### config.mk
export PLATFORM = sky130hd
export DESIGN_NAME = decode_issue
export DESIGN_NICKNAME = d
export VERILOG_FILES = /design/src/rtl/decode_issue.sv
export SDC_FILE = /design/constraint.sdc
export NUM_CORES = 2
export LEC_CHECK = 0
export ABC_AREA = 0
export CAP_MARGIN = 20
export CORE_MARGIN = 5
export CORE_UTILIZATION = 42
export CTS_CLUSTER_DIAMETER = 30
export DETAILED_ROUTE_END_ITERATION = 8
export PLACE_DENSITY = 0.67
export SLEW_MARGIN = 20
export SYNTH_ARGS = -nofsm -noshare
export SYNTH_HDL_FRONTEND = slang
export SYNTH_SLANG_ARGS = --single-unit
### constraint.sdc
create_clock -name clock -period 6.5 [get_ports clock]
set_clock_uncertainty 0.1 [all_clocks]
set_input_delay 0.975 -clock clock [delete_from_list [all_inputs] [get_ports clock]]
set_output_delay 0.975 -clock clock [all_outputs]
set_load 0.02 [all_outputs]
### src/rtl/decode_issue.sv
// Decode/issue stage: decodes fetch instructions, reads the register file with writeback
// bypass, stalls on RAW hazards via a busy-bit scoreboard, and registers operands for the ALU.
module decode_issue #(
    parameter int unsigned DATA_WIDTH   = 32,
    parameter int unsigned PC_WIDTH     = 32,
    parameter int unsigned NUM_REGS     = 32,
    parameter int unsigned OPCODE_WIDTH = 8
) (
    input  logic                        clock,
    input  logic                        reset_c,
    input  logic                        instr_valid,
    input  logic [31:0]                 instr_in,
    input  logic [PC_WIDTH-1:0]         pc_in,
    output logic                        stall_fetch,
    input  logic                        stall_alu,
    input  logic                        pcBranchVal,
    input  logic                        wb_en,
    input  logic [$clog2(NUM_REGS)-1:0] wb_addr,
    input  logic [DATA_WIDTH-1:0]       wb_data,
    output logic [DATA_WIDTH-1:0]       val1,
    output logic [DATA_WIDTH-1:0]       val2,
    output logic [OPCODE_WIDTH-1:0]     instr_out,
    output logic [$clog2(NUM_REGS)-1:0] rd_out,
    output logic [DATA_WIDTH-1:0]       store_data,
    output logic [PC_WIDTH-1:0]         pc_out
);

    localparam int unsigned IDX_W = $clog2(NUM_REGS);
    localparam int unsigned OFF_W = 14;

    localparam logic [OPCODE_WIDTH-1:0] OP_ADD   = OPCODE_WIDTH'(8'h00);
    localparam logic [OPCODE_WIDTH-1:0] OP_SUB   = OPCODE_WIDTH'(8'h01);
    localparam logic [OPCODE_WIDTH-1:0] OP_MUL   = OPCODE_WIDTH'(8'h02);
    localparam logic [OPCODE_WIDTH-1:0] OP_LDB   = OPCODE_WIDTH'(8'h10);
    localparam logic [OPCODE_WIDTH-1:0] OP_LDW   = OPCODE_WIDTH'(8'h11);
    localparam logic [OPCODE_WIDTH-1:0] OP_STB   = OPCODE_WIDTH'(8'h12);
    localparam logic [OPCODE_WIDTH-1:0] OP_STW   = OPCODE_WIDTH'(8'h13);
    localparam logic [OPCODE_WIDTH-1:0] OP_BEQ   = OPCODE_WIDTH'(8'h30);
    localparam logic [OPCODE_WIDTH-1:0] OP_JUMP  = OPCODE_WIDTH'(8'h31);
    localparam logic [OPCODE_WIDTH-1:0] OP_TLBWR = OPCODE_WIDTH'(8'h32);
    localparam logic [OPCODE_WIDTH-1:0] OP_IRET  = OPCODE_WIDTH'(8'h33);
    localparam logic [OPCODE_WIDTH-1:0] OP_NOP   = OPCODE_WIDTH'(8'hFF);

    typedef enum logic [1:0] {SEL_ZERO, SEL_REG, SEL_IMM} sel_e;

    logic [DATA_WIDTH-1:0]   rf [NUM_REGS];
    logic [NUM_REGS-1:0]     busy;
    logic [NUM_REGS-1:0]     busy_nxt;

    logic [OPCODE_WIDTH-1:0] raw_op;
    logic [OPCODE_WIDTH-1:0] dec_op;
    logic [IDX_W-1:0]        dec_rd;
    logic                    dec_writes;
    logic [IDX_W-1:0]        src_a, src_b, src_s;
    logic                    use_a, use_b, use_s;
    sel_e                    val2_sel, store_sel;
    logic [OFF_W-1:0]        off;
    logic [DATA_WIDTH-1:0]   imm;
    logic [DATA_WIDTH-1:0]   rdata_a, rdata_b, rdata_s;
    logic [DATA_WIDTH-1:0]   dec_val1, dec_val2, dec_store;
    logic                    haz_a, haz_b, haz_s, hazard, issue;

    assign raw_op = OPCODE_WIDTH'(instr_in[31:24]);
    assign off    = instr_in[13:0];
    assign imm    = {{(DATA_WIDTH-OFF_W){off[OFF_W-1]}}, off};

    // Field extraction and operand routing per opcode class
    always_comb begin
        dec_op     = OP_NOP;
        dec_rd     = '0;
        dec_writes = 1'b0;
        src_a      = '0;
        src_b      = '0;
        src_s      = '0;
        use_a      = 1'b0;
        use_b      = 1'b0;
        use_s      = 1'b0;
        val2_sel   = SEL_ZERO;
        store_sel  = SEL_ZERO;
        case (raw_op)
            OP_ADD, OP_SUB, OP_MUL: begin
                dec_op     = raw_op;
                dec_rd     = IDX_W'(instr_in[23:19]);
                dec_writes = 1'b1;
                src_a      = IDX_W'(instr_in[18:14]);
                src_b      = IDX_W'(instr_in[13:9]);
                use_a      = 1'b1;
                use_b      = 1'b1;
                val2_sel   = SEL_REG;
            end
            OP_LDB, OP_LDW: begin
                dec_op     = raw_op;
                dec_rd     = IDX_W'(instr_in[23:19]);
                dec_writes = 1'b1;
                src_a      = IDX_W'(instr_in[18:14]);
                use_a      = 1'b1;
                val2_sel   = SEL_IMM;
            end
            OP_STB, OP_STW: begin
                dec_op     = raw_op;
                src_s      = IDX_W'(instr_in[23:19]);
                src_a      = IDX_W'(instr_in[18:14]);
                use_a      = 1'b1;
                use_s      = 1'b1;
                val2_sel   = SEL_IMM;
                store_sel  = SEL_REG;
            end
            OP_BEQ: begin
                dec_op     = raw_op;
                src_a      = IDX_W'(instr_in[23:19]);
                src_b      = IDX_W'(instr_in[18:14]);
                use_a      = 1'b1;
                use_b      = 1'b1;
                val2_sel   = SEL_REG;
                store_sel  = SEL_IMM;
            end
            OP_JUMP: begin
                dec_op     = raw_op;
                src_a      = IDX_W'(instr_in[18:14]);
                use_a      = 1'b1;
            end
            OP_TLBWR, OP_IRET: begin
                dec_op     = raw_op;
                src_a      = IDX_W'(instr_in[18:14]);
                src_b      = IDX_W'(instr_in[13:9]);
                use_a      = 1'b1;
                use_b      = 1'b1;
                val2_sel   = SEL_REG;
            end
            default: ;
        endcase
    end

    // Register reads: R0 is hardwired zero, same-cycle writeback is forwarded
    assign rdata_a = (src_a == '0) ? '0 : (wb_en && wb_addr == src_a) ? wb_data : rf[src_a];
    assign rdata_b = (src_b == '0) ? '0 : (wb_en && wb_addr == src_b) ? wb_data : rf[src_b];
    assign rdata_s = (src_s == '0) ? '0 : (wb_en && wb_addr == src_s) ? wb_data : rf[src_s];

    assign dec_val1  = use_a ? rdata_a : '0;
    assign dec_val2  = (val2_sel == SEL_REG) ? rdata_b : (val2_sel == SEL_IMM) ? imm : '0;
    assign dec_store = (store_sel == SEL_REG) ? rdata_s : (store_sel == SEL_IMM) ? imm : '0;

    assign haz_a  = use_a && busy[src_a] && !(wb_en && wb_addr == src_a);
    assign haz_b  = use_b && busy[src_b] && !(wb_en && wb_addr == src_b);
    assign haz_s  = use_s && busy[src_s] && !(wb_en && wb_addr == src_s);
    assign hazard = haz_a || haz_b || haz_s;

    assign issue       = instr_valid && !hazard && !stall_alu && !pcBranchVal;
    assign stall_fetch = instr_valid && !issue;

    // Scoreboard: writeback and squash clear, issue sets (set wins on collision)
    always_comb begin
        busy_nxt = busy;
        if (wb_en) busy_nxt[wb_addr] = 1'b0;
        if (pcBranchVal && rd_out != '0) busy_nxt[rd_out] = 1'b0;
        if (issue && dec_writes && dec_rd != '0) busy_nxt[dec_rd] = 1'b1;
        busy_nxt[0] = 1'b0;
    end

    always_ff @(posedge clock) begin
        if (reset_c) busy <= '0;
        else         busy <= busy_nxt;
    end

    always_ff @(posedge clock) begin
        if (reset_c) begin
            for (int unsigned i = 0; i < NUM_REGS; i++) rf[i] <= '0;
        end else if (wb_en && wb_addr != '0) begin
            rf[wb_addr] <= wb_data;
        end
    end

    // Issue register towards the ALU
    always_ff @(posedge clock) begin
        if (reset_c) begin
            val1       <= '0;
            val2       <= '0;
            instr_out  <= OP_NOP;
            rd_out     <= '0;
            store_data <= '0;
            pc_out     <= '0;
        end else if (pcBranchVal) begin
            instr_out  <= OP_NOP;
            rd_out     <= '0;
        end else if (stall_alu) begin
            instr_out  <= instr_out;
        end else if (issue) begin
            val1       <= dec_val1;
            val2       <= dec_val2;
            instr_out  <= dec_op;
            rd_out     <= dec_writes ? dec_rd : '0;
            store_data <= dec_store;
            pc_out     <= pc_in;
        end else begin
            val1       <= '0;
            val2       <= '0;
            instr_out  <= OP_NOP;
            rd_out     <= '0;
            store_data <= '0;
            pc_out     <= '0;
        end
    end

endmodule

==> impl_metrics.yaml <==
outcome:
  status: "finished, violations left"
  failed_checks: "DRC"
die:
  initial_core_util: 0.422
  dieArea_mm2: 0.185
  fp.dieH_um: 431
  die_w_um: 431
  pin_count: 249
  core_area_mm2: 0.176
  rows: 154
clocking:
  cts_made_buffers: 315
  post_cts_buffers: 0
  clk_pin_slew_ns: 0.05
  cts.sinks: 1196
  clock_latency_ns: 0.93
  hold_buffers: 0
  h-tree-depth: 5
  cts_root_buf: "clkbuf_16"
  cts_tree: "done"
  cts_buffer_depth: 4
  cts-resized-gates: 0
yosys:
  synth_compound_area_frac: 0.207
  yosys.cell_types.count: 91
  ys_warn_count: 0
  ys_seq_area_frac: 0.460
  avgSynthCellArea_um2: 9.34
  synthMuxAreaShare: 0.0709
  synth_top_family_by_area: "simple AND/OR/NAND/NOR gates"
  synthSimpleGateAreaFrac: 0.211
  ys_async_sr_fraction: 0
  syn_inst: 7951
  ys_ff_latch: 1196
  syn_area_mm2: 0.0743
  synth_edf_count: 1024
  yosys.area_share.adder: 0
  yosys.area_share.xor_xnor: 0.000825
  synth_ff_type: "edfxtp_1"
global_route:
  grt-ovfl-total: 0
  grt_usage: 0.393
  grt_pass1_wl_um: 528000
  grt_pass1_vias: 70500
  grt_max_degree: 147
  grt_antenna_before_repair: 22
placement:
  portBuffers: 248
  placedCellCount: 10100
  hpwl_um: 230000
  place_congestion: 1.01
  place_ws_ns: 0.530
detailed_routing:
  via_count: 75800
  drc_errors: 21
  wirelength_um: 384000
  dr.pass1.iters: 9
  ant_nets: 0
  vias_per_cell: 7.12
  dr.first_iter.drc_count: 14700
  wl_per_cell_um: 36.0
sta:
  setup_ws_ns: 0.379
  finalCritPeriodShare: 0.942
  finalSetupViolations: 0
  hold_viol_final: 0
  worst_pin_slew_ns: 1.35
  tns_ns: 0
  relSlewSlack: 0.0970
  clock.fmax_mhz: 163
  period_minus_slack_ns: 6.12
  drv_slew: 0
  rsz0062_at_grt: "no"
critical_path:
  worstPathRequired_ns: 5.42
  path_max_fanout: 14
  critPathLaunchType: "primary input"
  crit_type: "primary input to output pin"
  crit_path_end_kind: "output pin"
  crit_arrival_ns: 5.05
cells_and_area:
  final_cell_mix: "1269 x nand2_1, 1024 x edfxtp_1, 944 x and2_1"
  final_common_cell: "nand2_1"
  instances_no_fill: 10700
  nFillCells: 15600
  drive_gt1_frac: 0.127
  nets: 8155
  syn_to_final_growth_pct: 21.9
power_and_ir_drop:
  irDropWorstVdd_v: 0.000277
  p_leak_nw: 32.4
  p_per_area_mw_per_mm2: 291
min_path:
  hp-class: "flip-flop to flip-flop"
run:
  cap_violations: 0
worst paths after layout:
check | depth (start not counted) | from | slack, ns | end
min reg2reg | 2 | store_data[4]$_SDFFE_PP0P_ | 0.35 | store_data[4]$_SDFFE_PP0P_
min | 2 | store_data[4]$_SDFFE_PP0P_ | 0.35 | store_data[4]$_SDFFE_PP0P_
max | 11 | instr_in[25] | 0.38 | stall_fetch
max reg2reg | 8 | busy[4]$_SDFF_PP0_ | 2.99 | val2[24]$_SDFFE_PP0P_
cells in the mapped netlist (all sizes together) (13+ instances only):
| master | number | area, µm² |
|---|---|---|
| nand3b | 22 | 165 |
| and2 | 947 | 5920 |
| a311oi | 29 | 254 |
| a2bb2oi | 13 | 114 |
| o22ai | 161 | 1010 |
| o21ai | 285 | 1430 |
| o41ai | 34 | 298 |
| a211oi | 293 | 2220 |
| o31ai | 69 | 518 |
| or3 | 15 | 93.8 |
| a22o | 164 | 1440 |
| nor2b | 75 | 469 |
| mux2 | 45 | 507 |
| a21o | 13 | 97.6 |
| inv | 51 | 191 |
| a221oi | 218 | 1910 |
| nand4 | 54 | 338 |
| nand3 | 206 | 1040 |
| mux2i | 464 | 4640 |
| dfxtp | 172 | 3440 |
| o21a | 25 | 188 |
| buf | 219 | 1110 |
| nor4 | 13 | 113 |
| a31oi | 180 | 1130 |
| a21oi | 402 | 2020 |
| edfxtp | 1024 | 30700 |
| o311ai | 20 | 175 |
| nor3 | 101 | 517 |
| o211ai | 55 | 423 |
| a22oi | 120 | 901 |
| and3 | 157 | 987 |
| or2 | 34 | 213 |
| nand2b | 38 | 238 |
| a32oi | 22 | 193 |
| nand2 | 1280 | 4800 |
| o221ai | 19 | 166 |
| nor2 | 130 | 498 |
| o2111ai | 21 | 184 |
| clkbuf | 642 | 2410 |
power by group:
group | switching, W | internal (W)
combinational | 0.00139 | 0.000647
clock | 0.00487 | 0.0104
sequential | 0.000320 | 0.00874
total | 0.00658 | 0.0198
cell type report:
class	count	area [µm²]	share of cell area
Tap cell	2340	2930	0.0323
Clock buffer	380	8410	0.0929
Inverter	53	199	0.00220
Antenna cell	29	72.6	0.000801
Multi-Input combinational cell	5872	37000	0.408
Clock inverter	172	1880	0.0208
Timing Repair Buffer	610	5900	0.0651
Sequential cell	1196	34200	0.378
stage by stage:
stage	total power, W	utilization	instance area, µm²	hold slack [ns]
5_1_grt	0.0269	0.514	90500	0.368
6_report	0.0264	0.514	90600	0.347
3_5_place_dp	0.0111	0.455	80200	0.342
4_1_cts	0.0262	0.514	90500	0.348
2_1_floorplan	0.0101	-	74400	0.366
3_3_place_gp	0.0110	0.455	80100	0.338
registers in the layout (all words and copies together) (netlist names):
name        flops
rf           1024
pc_out         32
store_data     32
val1           32
val2           32
busy           31
instr_out       8
rd_out          5
cells by family (layout without fill, tap and decap cells):
family                 Yosys count  count (layout)
AO/OA/AOI/OAI                 2217            2217
AND/OR/NAND/NOR               3102            3102
flip-flops                    1196            1196
buffers and inverters          914            1215
other                            1              61
multiplexers                   514             514
XOR/XNOR                         7               7
routing by layer:
layer / part of all wire / wire length, µm / global-route usage / vias to the layer above
met4: 0.11 / 41800 / 0.346 / 10
li1: - / - / - / 30000
met5: 0.00019 / 73 / 0 / -
met3: 0.16 / 59700 / 0.139 / 2185
met2: 0.40 / 154000 / 0.546 / 7917
met1: 0.33 / 128000 / 0.478 / 35700
worst max-delay path, stage by stage:
cell and delay [ns]:
clkdlybuf4s50_1 0.62, buf_4 0.32, a211oi_2 0.53, o21ai_0 0.24, o21ai_1 0.62, nand2_1 0.16
o221ai_1 0.31, nor4_1 0.10, o211ai_2 0.28, a41oi_1 0.25, clkdlybuf4s50_1 0.61
No activity file was read; power rests on OpenSTA's default activity.
